`src/rtl/hpm_counter_bank_pkg.sv`:
```
// Shared definitions for the hardware performance-monitor counter bank:
// CSR address map and the event source numbering used by evtsel.
package hpm_counter_bank_pkg;

    localparam logic [6:0] HPM_CNT_BASE = 7'h00;
    localparam logic [6:0] HPM_SEL_BASE = 7'h20;
    localparam logic [6:0] HPM_INHIBIT  = 7'h40;
    localparam logic [6:0] HPM_OVF      = 7'h41;
    localparam logic [6:0] HPM_IRQEN    = 7'h42;

    // Selector value 0 never counts; event e is wired to event_inc_i slice e-1.
    typedef enum logic [4:0] {
        EV_NONE           = 5'd0,
        EV_COMMIT         = 5'd1,
        EV_ICACHE_MISS    = 5'd2,
        EV_DCACHE_MISS    = 5'd3,
        EV_ITLB_MISS      = 5'd4,
        EV_DTLB_MISS      = 5'd5,
        EV_BRANCH_MISPRED = 5'd6,
        EV_FETCH_STALL    = 5'd7,
        EV_SB_STALL       = 5'd8,
        EV_LOAD_COMMIT    = 5'd9,
        EV_STORE_COMMIT   = 5'd10,
        EV_BRANCH_COMMIT  = 5'd11,
        EV_CALL_COMMIT    = 5'd12,
        EV_RET_COMMIT     = 5'd13,
        EV_EXCEPTION      = 5'd14,
        EV_INTERRUPT      = 5'd15,
        EV_CYCLE          = 5'd16
    } hpm_event_e;

endpackage

```
`src/rtl/hpm_counter_slice.sv`:
```
// One programmable performance counter: event select, inhibit/freeze gating,
// CSR overwrite and a single-cycle overflow pulse on unsigned carry out.
module hpm_counter_slice #(
    parameter int NUM_EVENTS = 16,
    parameter int INC_W      = 2,
    parameter int CNT_WIDTH  = 64,
    parameter int SEL_W      = 5
) (
    input  logic                        clk_i,
    input  logic                        rst_i,
    input  logic [SEL_W-1:0]            sel,
    input  logic                        inhibit,
    input  logic                        freeze,
    input  logic                        we,
    input  logic [CNT_WIDTH-1:0]        wdata,
    input  logic [NUM_EVENTS*INC_W-1:0] events,
    output logic [CNT_WIDTH-1:0]        count,
    output logic                        ovf
);

    localparam int SUM_W = ((CNT_WIDTH > INC_W) ? CNT_WIDTH : INC_W) + 1;

    logic [INC_W-1:0] inc;
    logic             sel_hit;
    logic             active;
    logic [SUM_W-1:0] sum;

    // Out-of-range selectors match no slice, so they behave like "no event".
    always_comb begin
        inc     = '0;
        sel_hit = 1'b0;
        for (int e = 0; e < NUM_EVENTS; e++) begin
            if (sel == SEL_W'(e + 1)) begin
                inc     = events[e*INC_W +: INC_W];
                sel_hit = 1'b1;
            end
        end
    end

    assign active = sel_hit && !inhibit && !freeze;
    assign sum    = SUM_W'(count) + SUM_W'(inc);
    assign ovf    = active && !we && (|sum[SUM_W-1:CNT_WIDTH]);

    always_ff @(posedge clk_i or posedge rst_i) begin
        if (rst_i) begin
            count <= '0;
        end else if (we) begin
            count <= wdata;
        end else if (active) begin
            count <= sum[CNT_WIDTH-1:0];
        end
    end

endmodule

```
`src/rtl/hpm_counter_bank.sv`:
```
// Performance-monitor bank: CSR decode, per-counter slices, sticky W1C
// overflow status and the registered, maskable overflow interrupt.
module hpm_counter_bank
    import hpm_counter_bank_pkg::*;
#(
    parameter int NUM_COUNTERS = 8,
    parameter int NUM_EVENTS   = 16,
    parameter int INC_W        = 2,
    parameter int CNT_WIDTH    = 64,
    parameter int XLEN         = 64
) (
    input  logic                        clk_i,
    input  logic                        rst_i,
    input  logic                        debug_mode_i,
    input  logic [6:0]                  addr_i,
    input  logic                        we_i,
    input  logic [XLEN-1:0]             wdata_i,
    output logic [XLEN-1:0]             rdata_o,
    output logic                        err_o,
    input  logic [NUM_EVENTS*INC_W-1:0] event_inc_i,
    output logic                        irq_o
);

    localparam int SEL_W = $clog2(NUM_EVENTS + 1);

    logic [4:0]              idx;
    logic                    idx_ok;
    logic                    is_cnt, is_sel, is_inh, is_ovf, is_irqen;
    logic [SEL_W-1:0]        evtsel [NUM_COUNTERS];
    logic [CNT_WIDTH-1:0]    cnt_val [NUM_COUNTERS];
    logic [NUM_COUNTERS-1:0] inhibit;
    logic [NUM_COUNTERS-1:0] ovf_status;
    logic [NUM_COUNTERS-1:0] ovf_irq_en;
    logic [NUM_COUNTERS-1:0] ovf_pulse;

    assign idx      = addr_i[4:0];
    assign idx_ok   = (32'(idx) < NUM_COUNTERS);
    assign is_cnt   = (addr_i[6:5] == HPM_CNT_BASE[6:5]) && idx_ok;
    assign is_sel   = (addr_i[6:5] == HPM_SEL_BASE[6:5]) && idx_ok;
    assign is_inh   = (addr_i == HPM_INHIBIT);
    assign is_ovf   = (addr_i == HPM_OVF);
    assign is_irqen = (addr_i == HPM_IRQEN);
    assign err_o    = !(is_cnt || is_sel || is_inh || is_ovf || is_irqen);

    for (genvar g = 0; g < NUM_COUNTERS; g++) begin : g_slice
        hpm_counter_slice #(
            .NUM_EVENTS (NUM_EVENTS),
            .INC_W      (INC_W),
            .CNT_WIDTH  (CNT_WIDTH),
            .SEL_W      (SEL_W)
        ) u_slice (
            .clk_i   (clk_i),
            .rst_i   (rst_i),
            .sel     (evtsel[g]),
            .inhibit (inhibit[g]),
            .freeze  (debug_mode_i),
            .we      (we_i && is_cnt && (idx == 5'(g))),
            .wdata   (wdata_i[CNT_WIDTH-1:0]),
            .events  (event_inc_i),
            .count   (cnt_val[g]),
            .ovf     (ovf_pulse[g])
        );
    end

    always_ff @(posedge clk_i or posedge rst_i) begin
        if (rst_i) begin
            for (int i = 0; i < NUM_COUNTERS; i++) begin
                evtsel[i] <= '0;
            end
            inhibit    <= '0;
            ovf_irq_en <= '0;
        end else if (we_i) begin
            for (int i = 0; i < NUM_COUNTERS; i++) begin
                if (is_sel && (idx == 5'(i))) begin
                    evtsel[i] <= wdata_i[SEL_W-1:0];
                end
            end
            if (is_inh) begin
                inhibit <= wdata_i[NUM_COUNTERS-1:0];
            end
            if (is_irqen) begin
                ovf_irq_en <= wdata_i[NUM_COUNTERS-1:0];
            end
        end
    end

    // New overflow pulses are OR-ed in after the W1C mask so a same-cycle set is never lost.
    always_ff @(posedge clk_i or posedge rst_i) begin
        if (rst_i) begin
            ovf_status <= '0;
            irq_o      <= 1'b0;
        end else begin
            if (we_i && is_ovf) begin
                ovf_status <= (ovf_status & ~wdata_i[NUM_COUNTERS-1:0]) | ovf_pulse;
            end else begin
                ovf_status <= ovf_status | ovf_pulse;
            end
            irq_o <= |(ovf_status & ovf_irq_en);
        end
    end

    always_comb begin
        rdata_o = '0;
        for (int i = 0; i < NUM_COUNTERS; i++) begin
            if (is_cnt && (idx == 5'(i))) begin
                rdata_o = XLEN'(cnt_val[i]);
            end
            if (is_sel && (idx == 5'(i))) begin
                rdata_o = XLEN'(evtsel[i]);
            end
        end
        if (is_inh) begin
            rdata_o = XLEN'(inhibit);
        end
        if (is_ovf) begin
            rdata_o = XLEN'(ovf_status);
        end
        if (is_irqen) begin
            rdata_o = XLEN'(ovf_irq_en);
        end
    end

endmodule

```
`config.mk`:
```
export PLATFORM = sky130hd
export DESIGN_NAME = hpm_counter_bank
export DESIGN_NICKNAME = d
export VERILOG_FILES = /design/src/rtl/hpm_counter_bank_pkg.sv /design/src/rtl/hpm_counter_slice.sv /design/src/rtl/hpm_counter_bank.sv
export SDC_FILE = /design/constraint.sdc
export NUM_CORES = 2
export LEC_CHECK = 0
export BUFFER_PORTS_ARGS = -buffer_cell sky130_fd_sc_hd__buf_2
export CAP_MARGIN = 5
export CORE_MARGIN = 3
export CORE_UTILIZATION = 50
export DETAILED_ROUTE_END_ITERATION = 7
export PLACE_DENSITY = 0.77
export SKIP_CTS_REPAIR_TIMING = 1
export SLEW_MARGIN = 20
export SYNTH_ARGS = -nofsm -noshare
export SYNTH_HDL_FRONTEND = slang
export SYNTH_SLANG_ARGS = --single-unit
```
`constraint.sdc`:
```
create_clock -name clk_i -period 17.8 [get_ports clk_i]
set_clock_uncertainty 0.2 [all_clocks]
set_input_delay 0.89 -clock clk_i [delete_from_list [all_inputs] [get_ports clk_i]]
set_output_delay 0.89 -clock clk_i [all_outputs]
set_load 0.005 [all_outputs]
```
==> reports/qor.txt <==
DR vias: 39600
Reg clk slew, reported paths: 60 ps
Clk sinks: 577
Post-synth EDFFs: 0
Setup TNS Final: 0 ps
DP Wirelength: 111000 um
Routed Antenna Nets: 0
Post-route DRC violation count: 27
Critical path required time: 16710 ps
Final setup fails: 0
Fin nets: 4855
Area growth, synth to finish: 8.80%
Row count: 102
Hold Fails Final Rpt: 0
Synthesized area: 0.0395 mm^2
Fraction of synthesized cell area taken by the top area cell type: 0.366
First-pass GRT wire length: 235000 um
Compound-cell area share of the yosys netlist: 0.161
Failing checks: design-rule violations
Detailed Route WL: 157000 um
Slew Limit Headroom: 0.228
Die area: 0.0824 mm^2
Post-route clock period utilization: 0.293
Number of synthesized register bits: 577
Leak: 16.3 nW
Worst setup EP type: output port
XOR/XNOR share of the synthesized area: 0.103
RSZ-0062 raised after global routing: false
Top delay family on crit path: simple AND/OR/NAND/NOR gates
Minimum hold slack: 177 ps
Vias in the first global route: 37000
Max Root-Sink Buffers: 3
Seq/Total Area, Yosys: 0.366
Vias per cell: 6.81
Synth area leader: dfrtp_1
Crit Path Class: primary input to output port
Post-synthesis cell count: 4812
Fin. max-slew vios: 0
Yosys cell types: 78
Simple-Gate Fraction of Synth Area: 0.260
Largest net degree at the start of global routing: 149
Synth Net Count: 4943
Input/output buffers: 172
Area of the core: 0.0778 mm^2
Ys async rst share: 1.00
Most instantiated library cell after synthesis: dfrtp_1
Die Wd: 287 um
Worst Path Arrival: 4120 ps
Crit path time final: 5210 ps
Status: complete, but fails checks
Multiplexer share of the synthesized area: 0.0543
Slew @ Worst Pin: 1160 ps
Root Driver: clkbuf_16
Total global routing overflow: 0
Largest family of logic cells by synthesized area: simple AND/OR/NAND/NOR gates
Crit-path cells: buf_2 > buf_4 > or2_2 > nor2_4 > buf_4 > a22oi_1 > nand3_1 > a22o_1 > buf_2
Initial antenna violation count: 9
Power Density: 83.5 mW/mm^2
Fill cell count: 7063
Placed Cells: 5693
Max stage delay on crit path: 730 ps
Buf/Inv on CP: 4
Synth top area cells: dfrtp_1 37%, xnor2_1 6.3%, nand2_1 5.4%, o21ai_0 4.4%, nor2_1 4.2%
Initial Util: 0.507
Synth Flop Type: dfrtp_1
Setup crit start kind: primary input
Layout cells sized above 1: 0.109
Slowest CP cell: nor2_4
Area occupied by multi-input gates: 0.0234 mm^2
CTS H-tree lvls: 3
Routability Congestion: 0.996
Die H: 287 um
CTS tree: done
DR pass1 iterations: 8
Post-route insts no fill: 5814
Yosys warns: 0
DR WL/cell: 27.0 um
Achievable frequency: 0.192 GHz
Initial DRC count: 6016
CTS buffer count: 68
Worst skew pair latency: 630 ps
Commonest cells post-synth: 577 x dfrtp_1, 568 x nand2_1, 440 x nor2_1
Min-Delay Path Class: primary input to asynchronous set/reset pin
Total GRT Usage: 0.375
Crit Path Max Fanout: 61
Register area: 0.0144 mm^2
Maximum capacitance violations: 0
Num ports: 173
Adder-cell share of the synthesized area: 0.00913
Synthesized area per cell: 8.20 um^2
Peak VDD IR: 0.0676 mV
layout make-up:
cell class              count  share of cell area
diodes                      3            0.000175
well taps                1040              0.0303
multi-input cells        3769               0.544
repair buffers            237              0.0320
flip-flops and latches    577               0.336
inverters                  71             0.00638
clock buffers             101              0.0463
clock inverters            16             0.00449
layer usage:
layer / track usage / vias to the layer above / share of wire
li1: - / 17200 / -
met1: 0.498 / 18900 / 0.37
met2: 0.548 / 2796 / 0.42
met3: 0.0773 / 663 / 0.12
met4: 0.258 / 8 / 0.082
met5: 0 / - / 0.00032
registers in the layout, indices dropped and copies added, names as in the netlist:
| name | flops |
|---|---|
| evtsel | 40 |
| ovf_irq_en | 8 |
| ovf_status | 8 |
| irq_o | 1 |
| g_slice.u_slice.count | 512 |
| inhibit | 8 |
through the flow:
| step | worst slack, ps | utilization | total power (W) | area (um^2) |
|---|---|---|---|---|
| 3_3_place_gp | 12610 | 0.523 | 0.00215 | 40700 |
| 4_1_cts | 12500 | 0.551 | 0.00357 | 42900 |
| 2_1_floorplan | 567 | - | 0.00197 | 39500 |
| 3_5_place_dp | 12490 | 0.523 | 0.00217 | 40700 |
| 5_1_grt | 12380 | 0.552 | 0.00371 | 42900 |
| 6_report | 12590 | 0.552 | 0.00359 | 42900 |
final timing paths:
| kind | cells after the start | start | slack (ps) | to |
|---|---|---|---|---|
| setup reg to reg | 12 | evtsel[36]$_DFFE_PP0P_ | 12600 | g_slice[0].u_slice.count[48]$_DFFE_PP0P_ |
| max in group asynchronous | 5 | rst_i | 14110 | g_slice[0].u_slice.count[62]$_DFFE_PP0P_ |
| setup / recovery | 9 | addr_i[0] | 12590 | rdata_o[6] |
| hold reg to reg | 1 | ovf_irq_en[7]$_DFFE_PP0P_ | 350 | ovf_irq_en[7]$_DFFE_PP0P_ |
| hold / removal | 2 | rst_i | 180 | g_slice[3].u_slice.count[25]$_DFFE_PP0P_ |
| min in group clk_i | 1 | ovf_irq_en[7]$_DFFE_PP0P_ | 350 | ovf_irq_en[7]$_DFFE_PP0P_ |
kinds of logic (layout without fill, tap and decap cells):
| family | after synthesis | after routing |
|---|---|---|
| DFF | 577 | 577 |
| muxes | 178 | 178 |
| AOI/OAI and AO/OA | 1025 | 1025 |
| adders and majority gates | 24 | 24 |
| other | 0 | 3 |
| and+or+nand+nor | 2076 | 2076 |
| buffers and inverters | 466 | 425 |
| xor gates and xnor gates | 466 | 466 |
worst register-to-register path: cells and delay by family, from the launching register on:
kind	cells	cell delay, ps
and+or+nand+nor	4	1920
DFF	1	840
muxes	2	690
adders and majority gates	2	620
AOI/OAI and AO/OA	3	600
xor gates and xnor gates	1	190
placed cells by master, fill, tap and decap left out, types with 12 or more instances in the layout:
cell type and instances:
a21oi_1 275, a222oi_1 54, a22o_1 43, a22oi_1 129, a31oi_1 37, and2_1 30, and3_1 64, and4_1 65
buf_2 172, buf_4 63, clkbuf_1 19, clkbuf_16 70, clkbuf_8 12, dfrtp_1 577, ha_1 16, inv_1 70
mux2_2 89, mux2i_1 69, mux4_2 20, nand2_1 566, nand2b_1 20, nand3_1 285, nand4_1 177, nor2_1 427
nor2b_1 24, nor3_1 157, nor3b_1 19, nor4_1 92, nor4_2 14, o211ai_1 14, o21ai_0 347, o22ai_1 19
o31ai_1 17, or2_2 23, or3_1 34, or4_1 22, xnor2_1 286, xor2_1 180
where the power goes:
part,internal (W),switching [W],total [W]
combinational,0.000216,0.000286,0.000502
sequential,0.00144,0.000228,0.00167
clock,0.000818,0.000596,0.00141
Power figures use the tool's default switching activity.
